File: src/rtl/voice_sched_pkg.sv
// Shared types and constants for the voice scheduler: FSM encoding, default
// note/duration widths and the duration code that marks a rest.
package voice_sched_pkg;

    typedef enum logic [1:0] {
        IDLE  = 2'd0,
        HOLD  = 2'd1,
        ISSUE = 2'd2
    } state_t;

    localparam int unsigned NOTE_W        = 6;
    localparam int unsigned DUR_W         = 6;
    localparam int unsigned REST_DURATION = 0;

endpackage

File: src/rtl/rr_free_picker.sv
// Combinational round-robin picker: grants the first free voice at or after
// i_rr_ptr, wrapping around, and flags whether any voice is free.
module rr_free_picker #(
    parameter int unsigned NUM_VOICES = 3
) (
    input  logic [NUM_VOICES-1:0]         i_free,
    input  logic [$clog2(NUM_VOICES)-1:0] i_rr_ptr,
    output logic [NUM_VOICES-1:0]         o_grant,
    output logic                          o_any_free
);

    int unsigned w_best;

    // Smallest forward distance from the pointer wins; avoids a variable index.
    always_comb begin
        o_grant = '0;
        w_best  = NUM_VOICES;
        for (int unsigned i = 0; i < NUM_VOICES; i++) begin
            if (i_free[i] && (((i + NUM_VOICES - 32'(i_rr_ptr)) % NUM_VOICES) < w_best)) begin
                w_best     = (i + NUM_VOICES - 32'(i_rr_ptr)) % NUM_VOICES;
                o_grant    = '0;
                o_grant[i] = 1'b1;
            end
        end
    end

    assign o_any_free = |i_free;

endmodule

File: src/rtl/voice_scheduler.sv
// Holds one pending note and loads it into a free note_player voice, round-robin.
// Define VOICE_STEAL_EN to steal the oldest busy voice instead of waiting.
module voice_scheduler #(
    parameter int unsigned NUM_VOICES = 3,
    parameter int unsigned NOTE_W     = voice_sched_pkg::NOTE_W,
    parameter int unsigned DUR_W      = voice_sched_pkg::DUR_W,
    parameter int unsigned AGE_W      = 8
) (
    input  logic                            clk,
    input  logic                            reset,
    input  logic                            play,
    input  logic                            beat,
    input  logic [NOTE_W-1:0]               note_in,
    input  logic [DUR_W-1:0]                duration_in,
    input  logic                            note_valid,
    output logic                            note_ready,
    input  logic [NUM_VOICES-1:0]           voice_done,
    output logic [NUM_VOICES-1:0]           load_voice,
    output logic [NOTE_W-1:0]               load_note,
    output logic [DUR_W-1:0]                load_duration,
    output logic [NUM_VOICES-1:0]           active_mask,
    output logic [$clog2(NUM_VOICES+1)-1:0] active_count
);
    import voice_sched_pkg::*;

    localparam int unsigned PTR_W = $clog2(NUM_VOICES);
    localparam int unsigned CNT_W = $clog2(NUM_VOICES + 1);

    if (NUM_VOICES < 2 || NUM_VOICES > 8 || AGE_W < 1) begin : g_param_check
        $error("voice_scheduler: NUM_VOICES must be 2..8 and AGE_W at least 1");
    end

    state_t                r_state;
    logic [NOTE_W-1:0]     r_pend_note;
    logic [DUR_W-1:0]      r_pend_dur;
    logic [NUM_VOICES-1:0] r_load_voice;
    logic [NOTE_W-1:0]     r_load_note;
    logic [DUR_W-1:0]      r_load_dur;
    logic [NUM_VOICES-1:0] r_reserved;
    logic [PTR_W-1:0]      r_rr_ptr;

    logic [NUM_VOICES-1:0] w_free;
    logic [NUM_VOICES-1:0] w_active;
    logic [NUM_VOICES-1:0] w_rr_grant;
    logic [NUM_VOICES-1:0] w_sel;
    logic                  w_any_free;
    logic                  w_is_rest;
    logic                  w_take;
    logic [PTR_W-1:0]      w_next_ptr;
    logic [CNT_W-1:0]      w_count;

    assign w_free        = voice_done & ~r_reserved;
    assign w_active      = ~voice_done | r_reserved;
    assign w_is_rest     = (r_pend_dur == DUR_W'(REST_DURATION));
    assign note_ready    = (r_state == IDLE);
    assign load_voice    = r_load_voice;
    assign load_note     = r_load_note;
    assign load_duration = r_load_dur;
    assign active_mask   = w_active;
    assign active_count  = w_count;

    rr_free_picker #(
        .NUM_VOICES (NUM_VOICES)
    ) u_picker (
        .i_free     (w_free),
        .i_rr_ptr   (r_rr_ptr),
        .o_grant    (w_rr_grant),
        .o_any_free (w_any_free)
    );

    always_comb begin
        w_next_ptr = '0;
        for (int unsigned i = 0; i < NUM_VOICES; i++) begin
            if (w_rr_grant[i]) begin
                w_next_ptr = PTR_W'((i + 1) % NUM_VOICES);
            end
        end
    end

    always_comb begin
        w_count = '0;
        for (int unsigned i = 0; i < NUM_VOICES; i++) begin
            w_count = w_count + CNT_W'(w_active[i]);
        end
    end

`ifdef VOICE_STEAL_EN
    logic [AGE_W-1:0]      r_age [NUM_VOICES];
    logic [AGE_W-1:0]      w_best_age;
    logic [NUM_VOICES-1:0] w_steal;

    // Strict greater-than keeps ties on the lowest index.
    always_comb begin
        w_steal    = NUM_VOICES'(1);
        w_best_age = r_age[0];
        for (int unsigned i = 1; i < NUM_VOICES; i++) begin
            if (r_age[i] > w_best_age) begin
                w_best_age = r_age[i];
                w_steal    = '0;
                w_steal[i] = 1'b1;
            end
        end
    end

    assign w_sel  = w_any_free ? w_rr_grant : w_steal;
    assign w_take = (r_state == HOLD) && play && !w_is_rest;

    always_ff @(posedge clk or posedge reset) begin
        if (reset) begin
            for (int unsigned i = 0; i < NUM_VOICES; i++) begin
                r_age[i] <= '0;
            end
        end else begin
            for (int unsigned i = 0; i < NUM_VOICES; i++) begin
                if (w_take && w_sel[i]) begin
                    r_age[i] <= '0;
                end else if (beat && play && w_active[i] && (r_age[i] != '1)) begin
                    r_age[i] <= r_age[i] + 1'b1;
                end
            end
        end
    end
`else
    logic w_beat_unused;

    assign w_beat_unused = beat;
    assign w_sel         = w_rr_grant;
    assign w_take        = (r_state == HOLD) && play && !w_is_rest && w_any_free;
`endif

    always_ff @(posedge clk or posedge reset) begin
        if (reset) begin
            r_state      <= IDLE;
            r_pend_note  <= '0;
            r_pend_dur   <= '0;
            r_load_voice <= '0;
            r_load_note  <= '0;
            r_load_dur   <= '0;
            r_reserved   <= '0;
            r_rr_ptr     <= '0;
        end else begin
            // A reservation drops on the first cycle its player reports busy.
            r_reserved <= (r_reserved & voice_done) | (w_take ? w_sel : '0);
            case (r_state)
                IDLE: begin
                    if (note_valid) begin
                        r_pend_note <= note_in;
                        r_pend_dur  <= duration_in;
                        r_state     <= HOLD;
                    end
                end
                HOLD: begin
                    if (play && w_is_rest) begin
                        r_state <= IDLE;
                    end else if (w_take) begin
                        r_load_voice <= w_sel;
                        r_load_note  <= r_pend_note;
                        r_load_dur   <= r_pend_dur;
                        r_state      <= ISSUE;
                        if (w_any_free) begin
                            r_rr_ptr <= w_next_ptr;
                        end
                    end
                end
                ISSUE: begin
                    r_load_voice <= '0;
                    r_load_note  <= '0;
                    r_load_dur   <= '0;
                    r_state      <= IDLE;
                end
                default: r_state <= IDLE;
            endcase
        end
    end

endmodule

File: config.mk
export PLATFORM = sky130hd
export DESIGN_NAME = voice_scheduler
export DESIGN_NICKNAME = d
export VERILOG_FILES = /design/src/rtl/voice_sched_pkg.sv /design/src/rtl/rr_free_picker.sv /design/src/rtl/voice_scheduler.sv
export SDC_FILE = /design/constraint.sdc
export NUM_CORES = 1
export LEC_CHECK = 0
export BUFFER_PORTS_ARGS = -buffer_cell sky130_fd_sc_hd__clkbuf_2
export CORE_MARGIN = 4
export CORE_UTILIZATION = 50
export DETAILED_ROUTE_END_ITERATION = 7
export PLACE_DENSITY = 0.74
export SKIP_CTS_REPAIR_TIMING = 1
export SLEW_MARGIN = 20
export SYNTH_ARGS = -nofsm -noshare
export SYNTH_HDL_FRONTEND = slang
export SYNTH_SLANG_ARGS = --single-unit
File: constraint.sdc
create_clock -name clk -period 10 [get_ports clk]
set_input_delay 3 -clock clk [delete_from_list [all_inputs] [get_ports clk]]
set_output_delay 3 -clock clk [all_outputs]
set_load 0.005 [all_outputs]
==> qor.txt <==
Largest family of logic cells by synthesized area -> simple AND/OR/NAND/NOR gates
CTS clock-pin slew for the worst setup and hold paths -> 0.06 ns
Clock sink total -> 34
Non-filler cells, final -> 288
Period utilisation layout -> 0.695
Number of detailed-route iterations in the first pass -> 4
First-pass GRT wire length -> 7600 um
Synth Area per Inst -> 10.5 um2
Num ports -> 41
Slew Limit Fails -> 0
Mapped Area -> 2020 um2
Psw -> 0.253 mW
Root buf cell -> clkbuf_8
Mux cell area share after synthesis -> 0.0822
FF+latch area -> 851 um2
Synth Area in XOR/XNOR -> 0
Hpwl dp -> 3360 um
Port Buffers -> 39
Vias -> 1643
Multi-input logic area -> 1140 um2
Worst endpoint required time -> 7.00 ns
DR vias/cell -> 5.70
GRT Residual Overflow -> 0
RSZ-0062 raised after global routing -> no
Critical-path maximum fanout -> 6
Vias in the first global route -> 1655
DRT iter0 DRCs -> 67
Initial Utilization -> 0.533
Post-Synth Simple-Gate Area -> 0.164
Area grow syn2layout -> 19.8%
Cell family with most CP delay -> adder cells
Count leader, synth -> dfrtp_1
Slowest cell on the critical path -> fa_1
Post-synth top cells -> 34 x dfrtp_1, 21 x ha_1, 14 x nand2_1
Worst-path cell chain -> clkbuf_2, nand2b_1, fa_1, clkbuf_2
Wirelength per Cell -> 15.1 um
Clk_skew -> 0.0101 ns
Seq pwr share -> 0.353
Pint -> 0.430 mW
Gate count after technology mapping -> 192
Clock Power Share -> 0.220
CP Launch Type -> input pin
Largest cells by area after synthesis -> dfrtp_1 42%, ha_1 13%, mux2_2 7.2%, nand4_1 3.7%, o31ai_1 3.3%
Largest net degree at the start of global routing -> 35
Max Cap Viol -> 0
CP bufs+invs -> 2
PwrDens -> 282 nW/um2
Initial antenna violation count -> 0
Worst-skew pair later-pin latency -> 0.29 ns
Site Rows -> 22
Fillers -> 322
VDD IR max -> 0.000174 V
CTS Buf Count -> 5
Most used cell, CP -> clkbuf_2
Final Net Count -> 281
Synth cell types -> 38
Tightest Pin Transition -> 0.544 ns
Antenna cells -> 0
GRT Total Usage -> 0.184
Layout cells sized above 1 -> 0.267
Final Hold Fails -> 0
Post-synthesis compound-gate area fraction -> 0.158
Core Region -> 3800 um2
Yosys reg bits -> 34
CTS H-tree lvls -> 2
TritonCTS clock tree -> done
Ys async rst share -> 1.00
DRT antenna net count -> 0
HP Class -> register to register
Final non-filler cell area -> 2420 um2
Largest stage delay, worst path -> 0.58 ns
Final wirelength -> 4350 um
Adder-cell area share of the yosys netlist -> 0.140
Critical path endpoint category -> primary output
Slew headroom -> 0.632
Register area share after synthesis -> 0.420
CTS max path bufs -> 2
Final min period -> 6.95 ns
Chip height -> 71.6 um
Die area -> 5130 um2
Final-report setup violation count -> 0
Post-synth top area cell -> dfrtp_1
CP Class -> input pin to primary output
GPL Wtd Cong -> 0.830
Arrival @ worst endpoint -> 3.95 ns
Die width -> 71.6 um
Gate power share -> 0.427
Placed Area -> 2290 um2
Run status -> complete, no violations
EDFF count, synth -> 0
Top-area cell type share of the netlist area -> 0.420
Sw frac -> 0.371
Ys Warns -> 0
Top FF cell, synth -> dfrtp_1
DRC -> 0
Leak Pwr -> 1.22 nW
Total power -> 0.683 mW
TNS Setup -> 0 ns
Placed cells -> 280
Fmax -> 144 MHz
==> worst min-delay path, cell delays in order (launching register included) <==
cell     delay (ns)
dfrtp_1        0.33
nand2_1        0.06
o31ai_1        0.06
==> power by group through the flow <==
stage / sequential, mW / clock (mW) / combinational (mW)
2_1_floorplan: 0.235 / 0 / 0.208
5_1_grt: 0.251 / 0.158 / 0.333
4_1_cts: 0.242 / 0.153 / 0.295
3_5_place_dp: 0.244 / 0 / 0.292
6_report: 0.241 / 0.150 / 0.292
3_3_place_gp: 0.241 / 0 / 0.282
==> final timing paths <==
path	depth (start not counted)	start	slack, ns	endpoint
max	4	voice_done[0]	3.05	active_count[0]
min reg2reg	2	r_reserved[1]$_DFF_PP0_	0.48	r_reserved[1]$_DFF_PP0_
min in group asynchronous	3	reset	2.77	load_note[2]$_DFFE_PP0P_
max reg2reg	13	r_rr_ptr[1]$_DFFE_PP0P_	5.82	r_rr_ptr[0]$_DFFE_PP0P_
min	2	r_reserved[1]$_DFF_PP0_	0.48	r_reserved[1]$_DFF_PP0_
max in group asynchronous	3	reset	6.92	r_pend_dur[2]$_DFFE_PP0P_
==> sequential cells by signal, indices dropped and copies added (netlist names) <==
name and cells:
r_state 2, load_note 6, r_rr_ptr 2, r_pend_note 6, r_reserved 3, r_pend_dur 6, load_duration 6, load_voice 3
==> cells in the final DEF, fill, tap and decap left out, types with 2 or more instances in the layout <==
| master | n |
|---|---|
| nand3_1 | 4 |
| o311ai_0 | 3 |
| o2111a_1 | 2 |
| conb_1 | 9 |
| clkbuf_2 | 39 |
| o21ai_0 | 9 |
| nand2b_1 | 4 |
| nand4_1 | 12 |
| nand3b_1 | 2 |
| a21oi_1 | 3 |
| a21o_1 | 2 |
| nor2_1 | 9 |
| inv_1 | 10 |
| dfrtp_1 | 34 |
| nor2b_1 | 2 |
| and3_1 | 5 |
| o41ai_1 | 2 |
| clkbuf_8 | 5 |
| mux2i_1 | 2 |
| and2_1 | 3 |
| a2111o_1 | 2 |
| nand2_1 | 14 |
| bufinv_16 | 2 |
| a2111oi_2 | 2 |
| a211o_1 | 2 |
| mux2_2 | 13 |
| o31ai_1 | 9 |
| ha_1 | 21 |
==> metal layers <==
metal	track usage	routed length (um)	vias to the layer above
met5	0	0	-
met4	0.0397	46	0
met3	0.0519	212	4
met2	0.292	2110	34
met1	0.250	1970	803
li1	-	-	802
==> cells by family (layout without fill, tap and decap cells) <==
kind of cell | count (synthesis) | in the layout
AO/OA/AOI/OAI | 41 | 41
AND/OR/NAND/NOR | 61 | 61
adder cells (fa/ha/maj) | 22 | 22
other | 1 | 9
flip-flops | 34 | 34
buffers and inverters | 18 | 58
multiplexers | 15 | 15
==> final cells by class <==
| class | instances | share of cell area |
|---|---|---|
| sequential | 34 | 0.351 |
| clock buffer | 5 | 0.0284 |
| tap | 48 | 0.0248 |
| multi-input combinational | 148 | 0.469 |
| inverter | 10 | 0.0155 |
| clock inverter | 3 | 0.0284 |
| timing repair buffer | 40 | 0.0836 |
==> per-stage QoR <==
stage	setup slack, ns	hold WS (ns)	util
after floorplan	3.30	0.437	-
after global placement	3.08	0.456	0.602
after detailed placement	3.04	0.469	0.602
after CTS	3.04	0.485	0.638
after global routing	2.98	0.511	0.638
final	3.05	0.481	0.638
Power figures use the tool's default switching activity.
